[config.mk]
export PLATFORM = sky130hd
export DESIGN_NAME = quiz_controller
export DESIGN_NICKNAME = d
export VERILOG_FILES = /design/src/rtl/quiz_pkg.sv /design/src/rtl/quiz_controller_btn_conditioner.sv /design/src/rtl/quiz_controller.sv
export SDC_FILE = /design/constraint.sdc
export NUM_CORES = 1
export LEC_CHECK = 0
export CELL_PAD_IN_SITES_DETAIL_PLACEMENT = 0
export CELL_PAD_IN_SITES_GLOBAL_PLACEMENT = 2
export CORE_UTILIZATION = 41
export CTS_CLUSTER_SIZE = 16
export DETAILED_ROUTE_END_ITERATION = 8
export HOLD_SLACK_MARGIN = 0.05
export PLACE_DENSITY_LB_ADDON = 0.1
export REMOVE_ABC_BUFFERS = 1
export SYNTH_ARGS = -nofsm -noshare
export SYNTH_HDL_FRONTEND = slang
export SYNTH_SLANG_ARGS = --single-unit
export TNS_END_PERCENT = 20
[constraint.sdc]
create_clock -name clk_50M -period 6.4 [get_ports clk_50M]
set_clock_uncertainty 0.05 [all_clocks]
set_input_delay 1.28 -clock clk_50M [delete_from_list [all_inputs] [get_ports clk_50M]]
set_output_delay 1.28 -clock clk_50M [all_outputs]
set_load 0.005 [all_outputs]
[src/rtl/quiz_pkg.sv]
// Shared types and helpers for the buzzer quiz round controller.
package quiz_pkg;

  localparam int N_PLAYERS = 4;

  typedef enum logic [2:0] {
    IDLE    = 3'd0,
    ARMED   = 3'd1,
    LOCKED  = 3'd2,
    TIMEOUT = 3'd3,
    FOUL    = 3'd4
  } quiz_state_t;

  // Winner display: hundreds digit is the 1-based contestant, low digits the frozen seconds.
  function automatic logic [9:0] display_value(input logic [1:0] id, input logic [6:0] sec);
    return (10'(id) + 10'd1) * 10'd100 + 10'(sec);
  endfunction

endpackage

[src/rtl/quiz_controller_btn_conditioner.sv]
// Raw push-button to single-cycle press pulse: 2-flop synchronizer, optional
// counter debouncer (QUIZ_DEBOUNCE_EN), rising-edge detect with registered pulse.
module btn_conditioner
  import quiz_pkg::*;
#(
  parameter int DEBOUNCE_CYC = 500_000
) (
  input  logic clk,
  input  logic rst_n,
  input  logic i_raw,
  output logic o_press
);

  logic [1:0] r_sync;
  logic       r_prev;
  logic       r_press;
  logic       w_level;

  if (DEBOUNCE_CYC < 1) begin : g_bad_cfg
    $error("btn_conditioner: DEBOUNCE_CYC must be at least 1");
  end

  // Everything resets "high" so a button held through reset never looks like a fresh rising edge.
  always_ff @(posedge clk or negedge rst_n) begin
    if (!rst_n) begin
      r_sync <= 2'b11;
    end else begin
      r_sync <= {r_sync[0], i_raw};
    end
  end

`ifdef QUIZ_DEBOUNCE_EN
  localparam int CW = $clog2(DEBOUNCE_CYC + 1);
  logic [CW-1:0] r_cnt;
  logic          r_stable;

  always_ff @(posedge clk or negedge rst_n) begin
    if (!rst_n) begin
      r_cnt    <= '0;
      r_stable <= 1'b1;
    end else if (r_sync[1] == r_stable) begin
      r_cnt <= '0;
    end else if (r_cnt == CW'(DEBOUNCE_CYC - 1)) begin
      r_stable <= r_sync[1];
      r_cnt    <= '0;
    end else begin
      r_cnt <= r_cnt + 1'b1;
    end
  end

  assign w_level = r_stable;
`else
  assign w_level = r_sync[1];
`endif

  always_ff @(posedge clk or negedge rst_n) begin
    if (!rst_n) begin
      r_prev  <= 1'b1;
      r_press <= 1'b0;
    end else begin
      r_prev  <= w_level;
      r_press <= w_level & ~r_prev;
    end
  end

  assign o_press = r_press;

endmodule

[src/rtl/quiz_controller.sv]
// Buzzer quiz round controller: start/countdown/first-press lock-out/foul, with
// registered display value for the 3-digit scan driver. Optional QUIZ_DEBOUNCE_EN.
module quiz_controller
  import quiz_pkg::*;
#(
  parameter int CLK_HZ       = 50_000_000,
  parameter int COUNT_SEC    = 30,
  parameter int DEBOUNCE_CYC = 500_000
) (
  input  logic       clk_50M,
  input  logic       rst_n,
  input  logic       host_start,
  input  logic       host_clear,
  input  logic [3:0] btn,
  output logic [9:0] DataIn,
  output logic       ErrorFlag,
  output logic       winner_valid,
  output logic [1:0] winner_id,
  output logic [3:0] led,
  output logic [2:0] round_state
);

  localparam int              PW        = (CLK_HZ > 1) ? $clog2(CLK_HZ) : 1;
  localparam logic [PW-1:0]   PRESC_MAX = PW'(CLK_HZ - 1);
  localparam logic [6:0]      SEC_INIT  = 7'(COUNT_SEC);

  logic [N_PLAYERS-1:0] w_btn_press;
  logic                 w_start_press;
  logic                 w_clear_press;

  btn_conditioner #(.DEBOUNCE_CYC(DEBOUNCE_CYC)) u_start (
    .clk(clk_50M), .rst_n(rst_n), .i_raw(host_start), .o_press(w_start_press)
  );

  btn_conditioner #(.DEBOUNCE_CYC(DEBOUNCE_CYC)) u_clear (
    .clk(clk_50M), .rst_n(rst_n), .i_raw(host_clear), .o_press(w_clear_press)
  );

  for (genvar g = 0; g < N_PLAYERS; g++) begin : g_btn
    btn_conditioner #(.DEBOUNCE_CYC(DEBOUNCE_CYC)) u_btn (
      .clk(clk_50M), .rst_n(rst_n), .i_raw(btn[g]), .o_press(w_btn_press[g])
    );
  end

  quiz_state_t   r_state, w_state_nxt;
  logic [6:0]    r_sec, w_sec_nxt;
  logic [PW-1:0] r_presc, w_presc_nxt;
  logic [1:0]    r_id, w_id_nxt;
  logic          r_valid, w_valid_nxt;
  logic          r_err, w_err_nxt;
  logic [9:0]    r_data, w_data_nxt;
  logic [3:0]    r_led, w_led_nxt;
  logic [1:0]    w_first_id;
  logic          w_any_btn;

  // Lowest index wins when several contestants press in the same cycle.
  always_comb begin
    w_first_id = 2'd0;
    for (int i = N_PLAYERS - 1; i >= 0; i--) begin
      if (w_btn_press[i]) w_first_id = 2'(i);
    end
  end

  assign w_any_btn = |w_btn_press;

  always_ff @(posedge clk_50M or negedge rst_n) begin
    if (!rst_n) begin
      r_state <= IDLE;
      r_sec   <= SEC_INIT;
      r_presc <= '0;
      r_id    <= 2'd0;
      r_valid <= 1'b0;
      r_err   <= 1'b0;
      r_data  <= 10'(COUNT_SEC);
      r_led   <= 4'd0;
    end else begin
      r_state <= w_state_nxt;
      r_sec   <= w_sec_nxt;
      r_presc <= w_presc_nxt;
      r_id    <= w_id_nxt;
      r_valid <= w_valid_nxt;
      r_err   <= w_err_nxt;
      r_data  <= w_data_nxt;
      r_led   <= w_led_nxt;
    end
  end

  // Priority per cycle: clear > contestant press > tick > start.
  always_comb begin
    w_state_nxt = r_state;
    w_sec_nxt   = r_sec;
    w_presc_nxt = r_presc;
    w_id_nxt    = r_id;
    w_valid_nxt = r_valid;
    w_err_nxt   = r_err;
    if (w_clear_press) begin
      w_state_nxt = IDLE;
      w_sec_nxt   = SEC_INIT;
      w_presc_nxt = '0;
      w_id_nxt    = 2'd0;
      w_valid_nxt = 1'b0;
      w_err_nxt   = 1'b0;
    end else begin
      case (r_state)
        IDLE: begin
          if (w_any_btn) begin
            w_state_nxt = FOUL;
            w_id_nxt    = w_first_id;
            w_valid_nxt = 1'b1;
            w_err_nxt   = 1'b1;
          end else if (w_start_press) begin
            w_state_nxt = ARMED;
            w_sec_nxt   = SEC_INIT;
            w_presc_nxt = '0;
          end
        end
        ARMED: begin
          if (w_any_btn) begin
            w_state_nxt = LOCKED;
            w_id_nxt    = w_first_id;
            w_valid_nxt = 1'b1;
          end else if (r_presc == PRESC_MAX) begin
            w_presc_nxt = '0;
            if (r_sec <= 7'd1) begin
              w_state_nxt = TIMEOUT;
              w_sec_nxt   = 7'd0;
            end else begin
              w_sec_nxt = r_sec - 7'd1;
            end
          end else begin
            w_presc_nxt = r_presc + 1'b1;
          end
        end
        default: ;
      endcase
    end
  end

  // Display and lamp values are derived from the next state so they register alongside it.
  always_comb begin
    w_data_nxt = 10'(COUNT_SEC);
    case (w_state_nxt)
      IDLE:    w_data_nxt = 10'(COUNT_SEC);
      ARMED:   w_data_nxt = 10'(w_sec_nxt);
      LOCKED:  w_data_nxt = display_value(w_id_nxt, w_sec_nxt);
      TIMEOUT: w_data_nxt = 10'd0;
      FOUL:    w_data_nxt = 10'(w_id_nxt) + 10'd1;
      default: w_data_nxt = 10'(COUNT_SEC);
    endcase
    w_led_nxt = w_valid_nxt ? (4'b0001 << w_id_nxt) : 4'b0000;
  end

  assign DataIn       = r_data;
  assign ErrorFlag    = r_err;
  assign winner_valid = r_valid;
  assign winner_id    = r_id;
  assign led          = r_led;
  assign round_state  = r_state;

endmodule

==> impl_results.md, run 1 <==
- Outcome: finished, final reports clean
- R2R Setup Slk: 2530 ps
- Most frequent cell after synthesis: dfrtp_1
- Final period util: 60.5%
- RSZ-0062 raised after global routing: no
- Initial Util: 42.1%
- Ant diodes: 0
- Drt drc: 0
- Initial antenna violation count: 0
- Core box area: 0.00915 mm²
- CTS Hold Bufs: 0
- Hold depth: 0
- Clock root buffer: clkbuf_8
- FF+latch count, synth: 78
- Post-synth top cells: 52 x dfrtp_1, 47 x o21ai_0, 32 x nor2_1
- CTS Buf Count: 9
- Final Hold Vio Count: 0
- Clock share of power: 30.8%
- Die Ht: 99.0 µm
- Reg power frac: 47.5%
- Final instance area: 0.00443 mm²
- Max clock buf depth: 2
- Via density: 5.62
- Routed wire length: 8.68 mm
- CTS Sinks: 78
- Fmax: 258 MHz
- Clk_lat worst skew: 360 ps
- WP data required: 6600 ps
- Max-Cap Viols: 0
- Final Slew Violations: 0
- Tmin final: 3870 ps
- Async SR Flop Fraction: 100%
- Cells after synthesis: 387
- Hold Crit Endpoint: g_btn[2].u_btn.r_sync[1]
- Layout cells sized above 1: 14.9%
- Synth unique cells: 57
- Internal power: 0.806 mW
- Vias in the first global route: 2894
- Avg Synthesized Cell Area: 9.96 µm²
- DPL Wire Length: 6.00 mm
- Worst rel slew slack: 23.9%
- Number of synthesized flops with an enable pin: 0
- Worst hold start: g_btn[2].u_btn.r_sync[0]
- Yosys warning total: 0
- Startpoint Class: flop
- Post-CTS sizing: 0
- Synth area leaders: dfrtp_1 34%, dfstp_2 18%, o21ai_0 6.1%
- Row cnt: 35
- Largest net degree at the start of global routing: 79
- Clock-pin slew on the worst setup and hold paths: 100 ps
- IO Pins: 29
- First-pass GRT wire length: 14.9 mm
- Dominant cell type by area after synthesis: dfrtp_1
- Reg area: 0.00198 mm²
- Arr. time, crit path: 4080 ps
- Max IR drop VDD: 0.130 mV
- Endpoint class of the critical path: flop
- Crit path kind: reg2reg
- Worst r2r dst: DataIn[8]
- Area growth syn-to-layout: 15.0%
- Fillers: 901
- Routed len/inst: 16.3 µm
- Net Sw Power: 0.362 mW
- Hold/Removal Path Class: reg2reg
- Area of the multi-input gates: 0.00177 mm²
- GPL Wtd Cong: 0.791
- Area share of the largest cell type after synthesis: 33.8%
- Post-CTS setup buffer count: 0
- Comb pwr share: 21.7%
- Final #Nets: 440
- GR Overflow Total: 0
- Die span in x: 99.0 µm
- RR Startpoint: r_presc[0]
- First-pass DRT Iterations: 5
- Via Count: 2994
- Iter 0 DRT Violations: 159
- Power density over cell area: 263 mW/mm²
- Mapped cell area: 0.00385 mm²
- Worst-path fanout max: 7
- Placed Area: 0.00425 mm²
- Pleak: 1.80 nW
- Post-route ant nets: 0
- Setup-failing EPs final: 0
- Port-buffer cells: 28
- Post-synthesis sequential area ratio: 51.5%
- Die area: 0.00979 mm²
- Gr usage total: 19.7%
- Net Sw Frac: 31.0%
- Pin slew with the least headroom to its limit: 1140 ps
- Ys flop type: dfrtp_1
- FF-to-FF path depth: 14
- H-tree depth: 3
- CTS tree: built
- TNS Setup: 0 ps
## flip-flops by register name, summed over array words and instances, names as in the netlist, 2 cells and up
name,cells
r_presc,26
DataIn,10
g_btn.u_btn.r_sync,8
r_sec,7
g_btn.u_btn.o_press,4
g_btn.u_btn.r_prev,4
led,4
round_state,3
u_clear.r_sync,2
u_start.r_sync,2
winner_id,2
## cell usage in the layout, fill, tap and decap left out, types with 4 or more instances in the layout
cell             instances
clkbuf_8                 9
clkdlybuf4s50_1         27
nand4_1                 12
and3_1                   4
a31oi_1                 10
inv_1                   12
or2_2                    4
ha_1                    14
nor2b_1                  9
o21ai_1                  6
nand2_1                 30
xnor2_1                  4
a21o_1                   6
nor4_1                   4
dfrtp_1                 52
buf_4                    5
nor3_1                  10
dfstp_2                 26
a21oi_1                 19
o31ai_1                  8
o21ai_0                 47
nor2_1                  32
nand3_1                  9
and2_1                   7
## routing by layer
layer	share of wire (%)	GRT usage, %	up-vias
met1	53	30.2	1470
met3	2.5	3.26	5
met2	43	27.9	38
met5	0	0	-
met4	0.82	6.89	0
li1	-	-	1481
## worst max path at each step
stage	startpoint	to	depth (start not counted)
2_1_floorplan	r_presc[0]	DataIn[8]	14
3_3_place_gp	r_presc[0]	DataIn[8]	14
3_5_place_dp	r_presc[0]	DataIn[8]	14
4_1_cts	r_presc[0]	DataIn[8]	14
5_1_grt	r_presc[19]	DataIn[8]	13
6_report	r_presc[0]	DataIn[8]	14
## final cells by class
cell class / count / area share [%]
clock buffers: 9 / 2.79
clock inverters: 7 / 1.44
inverters: 12 / 1.02
multi-input cells: 284 / 39.9
flip-flops and latches: 78 / 44.8
well taps: 111 / 3.13
repair buffers: 32 / 6.94
## cells by family (layout without fill, tap and decap cells)
family	count (synthesis)	in the layout	share of synthesized area, %
flops	78	78	51.5
xor+xnor	6	6	1.36
simple gates	145	145	20.4
fa+ha+maj	15	15	5.07
compound gates	118	118	19.1
buf+inv	25	60	2.60
## stage by stage
step	std cells	setup slack [ps]	hold slack [ps]	util (%)	total power, mW
after floorplan	374	2850	295	-	0.711
final	533	2530	309	48.4	1.17
after global routing	533	2270	314	48.4	1.24
after global placement	517	2590	295	46.4	0.818
after CTS	533	2490	312	48.4	1.19
after detailed placement	517	2490	297	46.4	0.819
## power groups by stage
stage | sequential (mW) | clock [mW] | combinational [mW]
6_report | 0.554 | 0.360 | 0.253
4_1_cts | 0.555 | 0.376 | 0.256
5_1_grt | 0.560 | 0.395 | 0.284
2_1_floorplan | 0.562 | 0 | 0.149
3_5_place_dp | 0.564 | 0 | 0.254
3_3_place_gp | 0.564 | 0 | 0.254
## critical path: stages, from the launching register on
cell and delay (ps):
dfrtp_1 400, ha_1 230, nand3_2 140, or3_1 500
or4_4 570, o21ai_1 160, o311ai_2 160, ha_1 270
fa_1 400, a21o_1 190, a21oi_1 220, nor2b_1 70
o21ai_0 190, xor2_1 180, nor2_1 50
No activity file was read; power rests on OpenSTA's default activity.
==> inputs of run 2 (changes only) <==
--- a/config.mk
+++ b/config.mk
@@ -7,7 +7,7 @@
 export LEC_CHECK = 0
 export CELL_PAD_IN_SITES_DETAIL_PLACEMENT = 0
 export CELL_PAD_IN_SITES_GLOBAL_PLACEMENT = 2
-export CORE_UTILIZATION = 41
+export CORE_UTILIZATION = 34
 export CTS_CLUSTER_SIZE = 16
 export DETAILED_ROUTE_END_ITERATION = 8
 export HOLD_SLACK_MARGIN = 0.05
==> constraint.sdc (replaced) <==
create_clock -name clk_50M -period 3.1 [get_ports clk_50M]
set_clock_uncertainty 0.05 [all_clocks]
set_input_delay 0.62 -clock clk_50M [delete_from_list [all_inputs] [get_ports clk_50M]]
set_output_delay 0.62 -clock clk_50M [all_outputs]
set_load 0.005 [all_outputs]
==> impl_results.md, run 2 (synthesis gave the netlist of run 1 again) <==
- Arr. time, crit path: 3670 ps (-410 ps)
- Die Ht: 108 µm (+9.6%)
- Die area: 0.0118 mm² (+20%)
- Critical Path End: DataIn[6]
- Via density: 5.19 (-7.6%)
- Pleak: 2.26 nW (+25%)
- Setup WS post-layout: -386 ps (-2910 ps)
- Final hold slack: 306 ps (-3.28 ps)
- Slowest cell delay on critical path: 600 ps (+30 ps)
- RR Startpoint: g_btn[2].u_btn.o_press
- Failing checks: negative setup slack
- Core box area: 0.0109 mm² (+19%)
- GR Overflow Total: 0 (unchanged)
- TNS Setup: -1960 ps (-1960 ps)
- Clock root buffer: clkbuf_16
- Max reg flops: 26 (unchanged)
- Final Hold Vio Count: 0 (unchanged)
- IO Pins: 29 (unchanged)
- Clock-pin slew on the worst setup and hold paths: 60 ps (-40 ps)
- Initial antenna violation count: 0 (unchanged)
- Clk_lat worst skew: 340 ps (-20 ps)
- Outcome: complete, but fails checks
- Drt drc: 0 (unchanged)
- Slowest cell on crit path: or4_4
- Worst r2r dst: DataIn[6]
- Crit-path cells: or4_4 -> or4_4 -> buf_6 -> or2_1 -> o311ai_2 -> ha_2 -> fa_2 -> a21o_1 -> a21oi_2 -> buf_4 -> xnor2_1 -> a32o_1
- Layout cells sized above 1: 30.6% (+16 points)
- RSZ-0062 raised after global routing: yes
- Iter 0 DRT Violations: 171 (+7.5%)
- Non-Filler Instances: 643 (+21%)
- First-pass DRT Iterations: 5 (unchanged)
- Hold/Removal Path Class: reg2reg
- CTS Buf Count: 9 (unchanged)
- Max clock buf depth: 2 (unchanged)
- Endpoint class of the critical path: flop
- Final Slew Violations: 0 (unchanged)
- First-pass GRT wire length: 16.4 mm (+10%)
- Placed Instances: 624 (+21%)
- Row cnt: 38 (+8.6%)
- R2R Setup Slk: -390 ps (-2910 ps)
- Area growth syn-to-layout: 35.3%
- Tmin final: 3490 ps (-389 ps)
- Ant diodes: 0 (unchanged)
- Crit path kind: reg2reg
- Setup-failing EPs final: 7 (+7)
- Most common cell after layout, fill and taps aside: buf_4
- Final #Nets: 521 (+18%)
- Power, Total: 2.82 mW (+140%)
- Max-Cap Viols: 0 (unchanged)
- H-tree depth: 3 (unchanged)
- Via Count: 3336 (+11%)
- Max IR drop VDD: 0.386 mV (+200%)
- Die span in x: 108 µm (+9.6%)
- Critical Path Source: g_btn[2].u_btn.o_press
- Pin slew with the least headroom to its limit: 878 ps (-259 ps)
- Most flops, register: r_presc
- Fmax: 287 MHz (+11%)
- Most frequent cells in the layout: 85 x buf_4, 52 x dfrtp_1, 44 x o21ai_0, 32 x nor2_1, 30 x nand2_1
- Post-route ant nets: 0 (unchanged)
- GPL Wtd Cong: 0.824 (+4.2%)
- Worst rel slew slack: 41.5% (+18 points)
- Routed len/inst: 15.6 µm (-4.0%)
- CTS tree: built
- DPL Wire Length: 7.25 mm (+21%)
- Largest net degree at the start of global routing: 68 (-14%)
- CP most frequent cell: or4_4
- Startpoint Class: flop
- Worst-path fanout max: 4 (-3)
- Routed wire length: 10.1 mm (+16%)
- Port-buffer cells: 28 (unchanged)
- Final period util: 112% (+52 points)
- Power density over cell area: 540 mW/mm² (+110%)
- Initial Util: 35.2% (-6.9 points)
- WP data required: 3280 ps (-3320 ps)
- CTS Hold Bufs: 0 (unchanged)
- Gr usage total: 18.6% (-1.1 points)
- FF-to-FF path depth: 12 (-2)
- CTS Sinks: 78 (unchanged)
- Vias in the first global route: 3234 (+12%)
-- run 2: per-layer routing --
metal	up-vias	global-route usage, %	part of all wire (%)
met2	65	28.3	44
met4	0	7.82	2.0
li1	1638	-	-
met3	14	3.32	3.3
met5	-	0	0
met1	1619	25.9	51
-- run 2: final cells by class --
class | instances | area (µm²)
clock buffers | 10 | 229
clock inverters | 6 | 46.3
fillers | 1081 | 5720
inverters | 12 | 45.0
multi-input cells | 284 | 1810
flip-flops and latches | 78 | 1980
well taps | 140 | 175
repair buffers | 113 | 920
-- run 2: stage by stage --
step / setup slack, ps / instance area (µm²) / utilization (%)
2_1_floorplan: -450 / 3800 / -
3_3_place_gp: -424 / 4870 / 44.5
3_5_place_dp: -488 / 4870 / 44.5
4_1_cts: -384 / 5190 / 47.4
5_1_grt: -509 / 5210 / 47.7
6_report: -386 / 5210 / 47.7
-- run 2: worst min-delay path by stage --
stage | startpoint | cells past startpoint | endpoint
finish | g_btn[2].u_btn.r_sync[0] | 0 | g_btn[2].u_btn.r_sync[1]
global route | u_start.r_sync[0] | 0 | u_start.r_sync[1]
CTS | g_btn[2].u_btn.r_sync[0] | 0 | g_btn[2].u_btn.r_sync[1]
detailed placement | g_btn[2].u_btn.r_sync[0] | 0 | g_btn[2].u_btn.r_sync[1]
global placement | g_btn[3].u_btn.r_sync[0] | 0 | g_btn[3].u_btn.r_sync[1]
floorplan | rst_n | 0 | DataIn[0]
-- run 2: critical path: cells and delay by family (launching register included) --
family,cells,cell delay [ps]
buf+inv,2,270
simple gates,3,1390
xor+xnor,1,110
fa+ha+maj,2,470
compound gates,4,700
flops,1,380
-- run 2: repair_timing --
action	4_1_cts	5_1_grt
setup buffers	2	1
pin swaps	8	3
gates resized for setup	11	4
setup endpoints to repair	7	8
-- run 2: where the power goes --
part	internal, mW	switching, mW
Combinational	0.361	0.324
Sequential	1.11	0.0275
Clock	0.549	0.451
Total	2.01	0.802
